==> config.mk <==
export PLATFORM = sky130hd
export DESIGN_NAME = mem_stage_flat
export DESIGN_NICKNAME = d
export VERILOG_FILES = /design/src/rtl/mips_pkg.sv /design/src/rtl/mem_stage_if.sv /design/src/rtl/mem_stage_mem_wb.sv /design/src/rtl/mem_stage.sv /design/src/flat_wrapper.sv
export SDC_FILE = /design/constraint.sdc
export NUM_CORES = 1
export LEC_CHECK = 0
export BUFFER_PORTS_ARGS = -buffer_cell sky130_fd_sc_hd__buf_4
export CAP_MARGIN = 20
export CORE_AREA = 2 2 122 124
export DETAILED_ROUTE_END_ITERATION = 16
export DIE_AREA = 0 0 124 126
export PLACE_DENSITY = 0.78
export SYNTH_ARGS = -nofsm -noshare
export SYNTH_HDL_FRONTEND = slang
export SYNTH_SLANG_ARGS = --single-unit
==> constraint.sdc <==
create_clock -name clk -period 2 [get_ports clk]
set_input_delay 0.4 -clock clk [delete_from_list [all_inputs] [get_ports clk]]
set_output_delay 0.4 -clock clk [all_outputs]
set_load 0.005 [all_outputs]
==> src/rtl/mips_pkg.sv <==
// Shared definitions for the MIPS pipeline: control-bit indices, MEM stage
// FSM states and the MEM/WB pipeline register layout.
package mips_pkg;

    // Bit positions inside the M control group {Branch, MemRead, MemWrite}
    localparam int M_BRANCH = 2;
    localparam int M_READ   = 1;
    localparam int M_WRITE  = 0;

    // Bit positions inside the WB control group {RegWrite, MemtoReg}
    localparam int WB_REGWRITE = 1;
    localparam int WB_MEMTOREG = 0;

    typedef enum logic {
        IDLE = 1'b0,
        WAIT = 1'b1
    } mem_state_t;

    typedef struct packed {
        logic [1:0]  wb;
        logic [31:0] rdata;
        logic [31:0] alu;
        logic [4:0]  wreg;
    } mem_wb_t;

    // A bubble carries no write-back and zero payload
    localparam mem_wb_t MEM_WB_BUBBLE = '0;

    // Data memory is word addressed; drop the byte offset
    function automatic logic [31:0] word_align(input logic [31:0] byte_addr);
        return {byte_addr[31:2], 2'b00};
    endfunction

endpackage

==> src/rtl/mem_stage_if.sv <==
// Data-memory request/ready port.
// Handshake: the stage raises req with we/addr/wdata and keeps all four
// stable until the memory asserts ready for one cycle; rdata is only valid
// in that ready cycle. ready is ignored while req is low.
interface mem_stage_if;
    logic        req;
    logic        we;
    logic [31:0] addr;
    logic [31:0] wdata;
    logic [31:0] rdata;
    logic        ready;

    modport master (
        output req, we, addr, wdata,
        input  rdata, ready
    );

    modport slave (
        input  req, we, addr, wdata,
        output rdata, ready
    );
endinterface

==> src/rtl/mem_stage_mem_wb.sv <==
// MEM/WB pipeline register. Loads every cycle; the MEM stage FSM decides
// whether the loaded value is a real instruction or a bubble.
module mem_wb
    import mips_pkg::*;
(
    input  logic    clk,
    input  logic    rst,
    input  mem_wb_t d_i,
    output mem_wb_t q_o
);

    mem_wb_t q_q;

    // Unconditional load with synchronous clear
    always_ff @(posedge clk) begin
        if (rst) begin
            q_q <= MEM_WB_BUBBLE;
        end else begin
            q_q <= d_i;
        end
    end

    assign q_o = q_q;

endmodule

==> src/rtl/mem_stage.sv <==
// MEM stage: branch resolution, data-memory transaction with stall and
// timeout, and the MEM/WB pipeline register that feeds write-back.
module mem_stage
    import mips_pkg::*;
#(
    parameter int TIMEOUT = 255
) (
    input  logic        clk,
    input  logic        rst,
    input  logic [1:0]  ex_mem_wb,
    input  logic [2:0]  ex_mem_m,
    input  logic [31:0] ex_mem_alu,
    input  logic [31:0] ex_mem_add,
    input  logic [31:0] ex_mem_rd2,
    input  logic [4:0]  ex_mem_wreg,
    input  logic        ex_mem_zero,
    output logic        pc_src,
    output logic [31:0] branch_target,
    output logic        stall,
    output logic        mem_err,
    output logic [1:0]  mem_wb_wb,
    output logic [31:0] mem_wb_rdata,
    output logic [31:0] mem_wb_alu,
    output logic [4:0]  mem_wb_wreg,
    output mem_state_t  state_dbg,
    mem_stage_if.master dmem
);

    // Counter is at least 8 bits and wide enough to hold TIMEOUT itself
    localparam int CW = ($clog2(TIMEOUT + 1) > 8) ? $clog2(TIMEOUT + 1) : 8;

    mem_state_t  state_q;
    logic        req_q;
    logic        we_q;
    logic [31:0] addr_q;
    logic [31:0] wdata_q;
    logic        err_q;
    logic [CW-1:0] cnt_q;

    logic    mem_read;
    logic    mem_write;
    logic    access;
    logic    illegal;
    logic    misaligned;
    logic    start_access;
    logic    timeout_hit;
    mem_wb_t mem_wb_d;
    mem_wb_t mem_wb_q;

    assign mem_read     = ex_mem_m[M_READ];
    assign mem_write    = ex_mem_m[M_WRITE];
    assign access       = mem_read ^ mem_write;
    assign illegal      = mem_read & mem_write;
    assign misaligned   = access & (ex_mem_alu[1:0] != 2'b00);
    assign start_access = access & ~misaligned;
    assign timeout_hit  = (TIMEOUT > 0) && (cnt_q == CW'(TIMEOUT));

    // Branch resolution is independent of the memory side and of stall
    assign pc_src        = ex_mem_m[M_BRANCH] & ex_mem_zero;
    assign branch_target = ex_mem_add;

    // Stall decision and MEM/WB next value for the current state
    always_comb begin
        stall    = 1'b0;
        mem_wb_d = MEM_WB_BUBBLE;
        case (state_q)
            IDLE: begin
                if (start_access) begin
                    stall = 1'b1;
                end else if (!(illegal || misaligned)) begin
                    mem_wb_d = '{wb: ex_mem_wb, rdata: 32'h0,
                                 alu: ex_mem_alu, wreg: ex_mem_wreg};
                end
            end
            WAIT: begin
                if (dmem.ready) begin
                    mem_wb_d = '{wb: ex_mem_wb,
                                 rdata: mem_read ? dmem.rdata : 32'h0,
                                 alu: ex_mem_alu, wreg: ex_mem_wreg};
                end else if (!timeout_hit) begin
                    stall = 1'b1;
                end
            end
            default: begin
                stall = 1'b0;
            end
        endcase
    end

    // FSM with registered request fields, error pulse and wait counter
    always_ff @(posedge clk) begin
        if (rst) begin
            state_q <= IDLE;
            req_q   <= 1'b0;
            we_q    <= 1'b0;
            addr_q  <= 32'h0;
            wdata_q <= 32'h0;
            err_q   <= 1'b0;
            cnt_q   <= '0;
        end else begin
            err_q <= 1'b0;
            case (state_q)
                IDLE: begin
                    if (start_access) begin
                        req_q   <= 1'b1;
                        we_q    <= mem_write;
                        addr_q  <= word_align(ex_mem_alu);
                        wdata_q <= ex_mem_rd2;
                        cnt_q   <= '0;
                        state_q <= WAIT;
                    end else if (illegal || misaligned) begin
                        err_q <= 1'b1;
                    end
                end
                WAIT: begin
                    if (dmem.ready) begin
                        req_q   <= 1'b0;
                        state_q <= IDLE;
                    end else if (timeout_hit) begin
                        req_q   <= 1'b0;
                        err_q   <= 1'b1;
                        state_q <= IDLE;
                    end else if (cnt_q != {CW{1'b1}}) begin
                        cnt_q <= cnt_q + 1'b1;
                    end
                end
                default: begin
                    state_q <= IDLE;
                    req_q   <= 1'b0;
                end
            endcase
        end
    end

    mem_wb u_mem_wb (
        .clk (clk),
        .rst (rst),
        .d_i (mem_wb_d),
        .q_o (mem_wb_q)
    );

    assign dmem.req   = req_q;
    assign dmem.we    = we_q;
    assign dmem.addr  = addr_q;
    assign dmem.wdata = wdata_q;

    assign mem_err      = err_q;
    assign mem_wb_wb    = mem_wb_q.wb;
    assign mem_wb_rdata = mem_wb_q.rdata;
    assign mem_wb_alu   = mem_wb_q.alu;
    assign mem_wb_wreg  = mem_wb_q.wreg;
    assign state_dbg    = state_q;

endmodule

==> src/flat_wrapper.sv <==
// flat-port wrapper written by rule: the top's interface ports become plain ports
module mem_stage_flat import mips_pkg::*;
#(
    parameter int TIMEOUT = 255
)
  (clk, rst, ex_mem_wb, ex_mem_m, ex_mem_alu, ex_mem_add, ex_mem_rd2, ex_mem_wreg, ex_mem_zero, pc_src, branch_target, stall, mem_err, mem_wb_wb, mem_wb_rdata, mem_wb_alu, mem_wb_wreg, state_dbg, dmem_req, dmem_we, dmem_addr, dmem_wdata, dmem_rdata, dmem_ready);
  mem_stage_if dmem_i ();
  input  logic clk;
  input  logic rst;
  input  logic [1:0] ex_mem_wb;
  input  logic [2:0] ex_mem_m;
  input  logic [31:0] ex_mem_alu;
  input  logic [31:0] ex_mem_add;
  input  logic [31:0] ex_mem_rd2;
  input  logic [4:0] ex_mem_wreg;
  input  logic ex_mem_zero;
  output logic pc_src;
  output logic [31:0] branch_target;
  output logic stall;
  output logic mem_err;
  output logic [1:0] mem_wb_wb;
  output logic [31:0] mem_wb_rdata;
  output logic [31:0] mem_wb_alu;
  output logic [4:0] mem_wb_wreg;
  output mem_state_t state_dbg;
  output wire logic [$bits(dmem_i.req)-1:0] dmem_req;
  output wire logic [$bits(dmem_i.we)-1:0] dmem_we;
  output wire logic [$bits(dmem_i.addr)-1:0] dmem_addr;
  output wire logic [$bits(dmem_i.wdata)-1:0] dmem_wdata;
  input wire logic [$bits(dmem_i.rdata)-1:0] dmem_rdata;
  input wire logic [$bits(dmem_i.ready)-1:0] dmem_ready;
  assign dmem_req = dmem_i.req;
  assign dmem_we = dmem_i.we;
  assign dmem_addr = dmem_i.addr;
  assign dmem_wdata = dmem_i.wdata;
  assign dmem_i.rdata = dmem_rdata;
  assign dmem_i.ready = dmem_ready;
  mem_stage #(.TIMEOUT(TIMEOUT)) u_core (.clk(clk), .rst(rst), .ex_mem_wb(ex_mem_wb), .ex_mem_m(ex_mem_m), .ex_mem_alu(ex_mem_alu), .ex_mem_add(ex_mem_add), .ex_mem_rd2(ex_mem_rd2), .ex_mem_wreg(ex_mem_wreg), .ex_mem_zero(ex_mem_zero), .pc_src(pc_src), .branch_target(branch_target), .stall(stall), .mem_err(mem_err), .mem_wb_wb(mem_wb_wb), .mem_wb_rdata(mem_wb_rdata), .mem_wb_alu(mem_wb_alu), .mem_wb_wreg(mem_wb_wreg), .state_dbg(state_dbg), .dmem(dmem_i));
endmodule
======== Word-level counts from Yosys, hierarchy flattened ========
Cells that the tools add are included.
operators by class
  $add $sub $neg .......................... 1
  multiply operators ...................... 0
  div/mod/pow operators ................... 0
  order comparisons ....................... 0
  eq/ne operators ......................... 7
  shift-type cells ........................ 0
  muxes and demuxes ....................... 23
  bitwise gates (word level) .............. 7
  reduce and logical (&&, ||, !) cells .... 5
operators with widths
  kind                   number
  $mux W71               3
  $pmux W71 S2           1
  $mux W32               1
  $mux W8                4
  $pmux W8 S2            1
  $mux W1                10
  $add A8 B1 Y8 const B  1
  $eq A8 B8 Y1 const B   1
  $ne A8 B8 Y1 const B   1
  $ne A2 B2 Y1 const B   3
  $pmux W1 S2            3
  $and A1 B1 Y1          4
  $reduce_and A2 Y1      2
  $reduce_and A4 Y1      1
  $ne A3 B3 Y1 const B   1
  $ne A2 B1 Y1 const B   1
  $not A1 Y1             2
  $reduce_bool A2 Y1     1
  $logic_or A1 B1 Y1     1
  $xor A1 B1 Y1          1
word-level totals
  register bits ........................... 145
  bits in latches ......................... 0
  RAM bits ................................ 0
  memory bits (read-only) ................. 0
  input port bits ......................... 142
  memories kept ........................... 0

======== Longest topological paths before layout ========
  word-level depth ........................ 6
  gate-level depth with buffers ........... 6

======== Modules after synthesis ========
A second synthesis with hierarchy kept.
unflattened totals
  cell total of the unflattened synthesis .. 605
  area total of the unflattened synthesis .. 5365.1 sq um
modules (own cells, without submodules)
  module     times used  cells an instance  area an instance (sq um)  sequential area each (sq um)
  mem_stage  1           456                3464.6                    1481.4
  mem_wb     1           149                1900.6                    1421.4

======== Worst setup path before layout ========
Ideal clock, no wire load.
  kind .................................... input to output
  from .................................... in ex_mem_m[0]
  to ...................................... out stall
  arrival time ............................ 1.421 ns
  data required time ...................... 1.600 ns
  slack ................................... 0.179 ns
  cell stages on the path ................. 4
  cell sequence ........................... ha_1 -> or4b_4 -> buf_6 -> nand2_1
between the ends
  word-level cells in the longest chain between the ends .. 6
RTL lines
  element             line                RTL
  start: declaration  flat_wrapper.sv:11  input logic [2:0] ex_mem_m;
  $xor A1 B1 Y1 (*)   mem_stage.sv:52     assign access = mem_read ^ mem_write;
  $and A1 B1 Y1       mem_stage.sv:54     assign misaligned = access & (ex_mem_alu[1:0] != 2'b00);
  $not A1 Y1          mem_stage.sv:55     assign start_access = access & ~misaligned;
  $and A1 B1 Y1 (*)   mem_stage.sv:55
  $mux W1 (*)         mem_stage.sv:68     if (start_access) begin
  $pmux W1 S2 (*)     mem_stage.sv:66     case (state_q)
  end: declaration    flat_wrapper.sv:19  output logic stall;
Every way passes the cells marked *; elsewhere a longest branch is shown, timed or not.

======== Final worst setup path ========
  from .................................... reg u_core.state_q (netlist: u_core.state_dbg)
  to ...................................... out stall
between the ends
  word-level cells in the longest chain between the ends .. 2
RTL lines
  element                      line              RTL
  start: declaration           mem_stage.sv:32   mem_state_t state_q;
  start signal: assignment     mem_stage.sv:93   state_q <= IDLE;
  start signal: assignment     mem_stage.sv:110  state_q <= WAIT;
  start signal: assignment     mem_stage.sv:118  state_q <= IDLE;
  $not A1 Y1 (no source line)  -
  $pmux W1 S2 (*)              mem_stage.sv:66
Marks and branches as above.

==> flow_metrics.env <==
export IMPL_run_status="finished clean"
export IMPL_maximum_number_of_pins_on_one_net_before_global_route_repair=52
export IMPL_synth_cell_area_um2=5060
export IMPL_final_hold_viol_count=0
export IMPL_synthDominantCellAreaShare_pct=57.4
export IMPL_initialDrtViolationCount=187
export IMPL_antenna_cells=0
export IMPL_ir_drop_worst_vdd_mv=0.476
export IMPL_synth_seq_area_share_pct=57.4
export IMPL_hp_class="input port to flop"
export IMPL_finalSetupTns_ps=0
export IMPL_cts_root_buffer="sky130_fd_sc_hd__clkbuf_16"
export IMPL_synth_largest_area_cell="sky130_fd_sc_hd__dfxtp_1"
export IMPL_first_global_vias=3922
export IMPL_dp_hpwl_mm=9.28
export IMPL_critical_path_peak_fanout=11
export IMPL_startpoint_type="flop"
export IMPL_fp_dieH_um=126
export IMPL_postLayoutCoreUtil_pct=51.8
export IMPL_routabilityCongestion=0.761
export IMPL_die_area_um2=15600
export IMPL_timing_final_setup_violations=0
export IMPL_post_synth_mux_area_share_pct=0.223
export IMPL_n_fill_cell=1319
export IMPL_final_max_slew_violation_count=0
export IMPL_power_leakage_nw=3.32
export IMPL_synth_top_family_by_area="simple AND/OR/NAND/NOR gates"
export IMPL_clock_sinks=145
export IMPL_grt_antenna_before_repair=0
export IMPL_synth_xor_area_share_pct=0
export IMPL_netlist_instances=528
export IMPL_clkTransAtPathRegs_ps=60
export IMPL_post_route_cell_area_um2=7420
export IMPL_crit_type="flop to primary output"
export IMPL_timing_critical_path_to_type="primary output"
export IMPL_placedCellCount=905
export IMPL_postRouteAntennaNets=0
export IMPL_p_per_area_nw_per_um2=904
export IMPL_count_of_unresolved_drc_violations_after_routing=0
export IMPL_syn_avg_cell_area_um2=9.58
export IMPL_clk_path_buf_depth=2
export IMPL_num_rows=44
export IMPL_critPathArrivalTime_ps=1530
export IMPL_rsz0062_at_grt="false"
export IMPL_final_min_period_over_clock_period_pct=96.4
export IMPL_synth_fa_ha_area_share_pct=0.495
export IMPL_portBuffers=248
export IMPL_share_of_layout_cells_above_drive_strength_1_pct=42.1
export IMPL_final_routed_wire_length_divided_by_cell_count_um=13.7
export IMPL_clk_latency_ps=410
export IMPL_synth_cells_most_frequent="145 x sky130_fd_sc_hd__dfxtp_1, 131 x sky130_fd_sc_hd__nand2_1, 69 x sky130_fd_sc_hd__a21oi_1"
export IMPL_finalHoldWorstSlack_ps=185
export IMPL_cp_required_ps=1600
export IMPL_cap_violations=0
export IMPL_period_minus_slack_ps=1930
export IMPL_synth_edff_count=0
export IMPL_finalNonFillerCells=939
export IMPL_cts_tree="done"
export IMPL_global_route_wire_length_before_repair_mm=19.5
export IMPL_synth_distinct_cells=38
export IMPL_fin_worst_skew_ps=7.51
export IMPL_fmax_mhz=519
export IMPL_synth_warning_count=0
export IMPL_cts_buffers_inserted=17
export IMPL_synth_area_top_cells="sky130_fd_sc_hd__dfxtp_1 57%, sky130_fd_sc_hd__nand2_1 9.7%, sky130_fd_sc_hd__and2_1 7.3%"
export IMPL_synth_most_common_cell="sky130_fd_sc_hd__dfxtp_1"
export IMPL_synth_seq_cells=145
export IMPL_detailroute_via_count=4219
export IMPL_synth_async_reset_ratio_pct=0
export IMPL_synth_simple_gate_area_share_pct=22.5
export IMPL_die_width_um=124
export IMPL_core_area_um2=14300
export IMPL_synthFlopType="sky130_fd_sc_hd__dfxtp_1"
export IMPL_synth_compound_area_share_pct=9.25
export IMPL_area_growth_syn_to_layout_pct=46.7
export IMPL_routed_wl_mm=12.9
export IMPL_dpl_cell_area_um2=6770
export IMPL_gr_total_overflow=0
export IMPL_drt_pass1_iterations=4
export IMPL_grtUsageTotal_pct=16.3
export IMPL_initial_utilization_pct=35.3
export IMPL_final_net_count=887
export IMPL_htree_levels=4
export IMPL_floorplan_io_pins=315
export IMPL_detail_route_vias_per_cell=4.49
[timing repair]
| item | CTS | global route |
|---|---|---|
| pin swaps | 1 | 1 |
| setup buffers | 1 | 2 |
| setup endpoints to repair | 1 | 1 |
| hold buffers | 0 | 0 |
| gates resized for setup | 6 | 5 |
[state kept, by name (all words and copies together) (netlist names)]
signal               count
u_core.cnt_q             8
u_core.dmem.addr        30
u_core.dmem.req          1
u_core.dmem.wdata       32
u_core.dmem.we           1
u_core.mem_err           1
u_core.state_dbg         1
u_core.u_mem_wb.q_o     71
[cell type report]
| type | count | area, um2 | share of cell area (%) |
|---|---|---|---|
| repair buffers | 260 | 2000 | 27.0 |
| clock inverters | 10 | 109 | 1.47 |
| clock buffers | 21 | 470 | 6.34 |
| inverters | 2 | 7.51 | 0.101 |
| multi-input cells | 317 | 1690 | 22.7 |
| flip-flops and latches | 145 | 2910 | 39.3 |
| well taps | 184 | 230 | 3.10 |
[layout by cell type (no fill, tap or decap), types with 3 or more instances in the layout]
| master | instances |
|---|---|
| sky130_fd_sc_hd__o211ai_1 | 4 |
| sky130_fd_sc_hd__clkbuf_16 | 17 |
| sky130_fd_sc_hd__buf_12 | 4 |
| sky130_fd_sc_hd__nand3_1 | 5 |
| sky130_fd_sc_hd__a21oi_1 | 69 |
| sky130_fd_sc_hd__nor2_1 | 5 |
| sky130_fd_sc_hd__clkinv_2 | 5 |
| sky130_fd_sc_hd__and2_2 | 13 |
| sky130_fd_sc_hd__buf_4 | 256 |
| sky130_fd_sc_hd__dfxtp_1 | 142 |
| sky130_fd_sc_hd__clkbuf_8 | 3 |
| sky130_fd_sc_hd__and2_1 | 59 |
| sky130_fd_sc_hd__nand2_1 | 130 |
| sky130_fd_sc_hd__dfxtp_4 | 3 |
| sky130_fd_sc_hd__or3_1 | 3 |
[critical path, cell delays in order, from the launching register on]
cell	delay, ps
sky130_fd_sc_hd__dfxtp_4	390
sky130_fd_sc_hd__or4b_4	530
sky130_fd_sc_hd__nand2_2	90
sky130_fd_sc_hd__buf_4	110
[per-layer routing]
layer	part of all wire, %	global-route usage [%]	wire length [um]	vias up
li1	-	-	-	2090
met5	0	0	0	-
met4	3.2	8.53	412	0
met1	37	17.2	4770	1891
met2	50	28.0	6440	198
met3	9.8	6.07	1260	40
[per-stage QoR]
step | total power, W | setup slack (ps)
3_5_place_dp | 0.00368 | 66.8
6_report | 0.00671 | 72.1
5_1_grt | 0.00701 | 19.1
2_1_floorplan | 0.00337 | 179
3_3_place_gp | 0.00367 | 70.6
4_1_cts | 0.00679 | 24.2
[path summary, 6_finish.rpt]
| kind | from | to | slack, ps | cells past startpoint |
|---|---|---|---|---|
| setup / recovery | u_core.state_dbg | stall | 70 | 3 |
| hold / removal | ex_mem_wb[0] | u_core.u_mem_wb.q_o[69] | 190 | 2 |
| hold reg to reg | u_core.dmem.addr[7] | u_core.dmem.addr[7] | 450 | 2 |
| setup reg to reg | u_core.cnt_q[0] | u_core.cnt_q[6] | 300 | 6 |
[logic make-up after synthesis]
kind of cell	after synthesis
AOI/OAI and AO/OA	84
adders and majority gates	2
buffers and inverters	67
DFF	145
muxes	1
other	1
and+or+nand+nor	228
[power by group]
part           internal, W  switching (W)  total [W]
clock              0.00192        0.00118    0.00310
combinational     0.000345       0.000237   0.000582
sequential         0.00299      0.0000416    0.00303
total              0.00525        0.00146    0.00671
(Power assumes the default switching activity.)
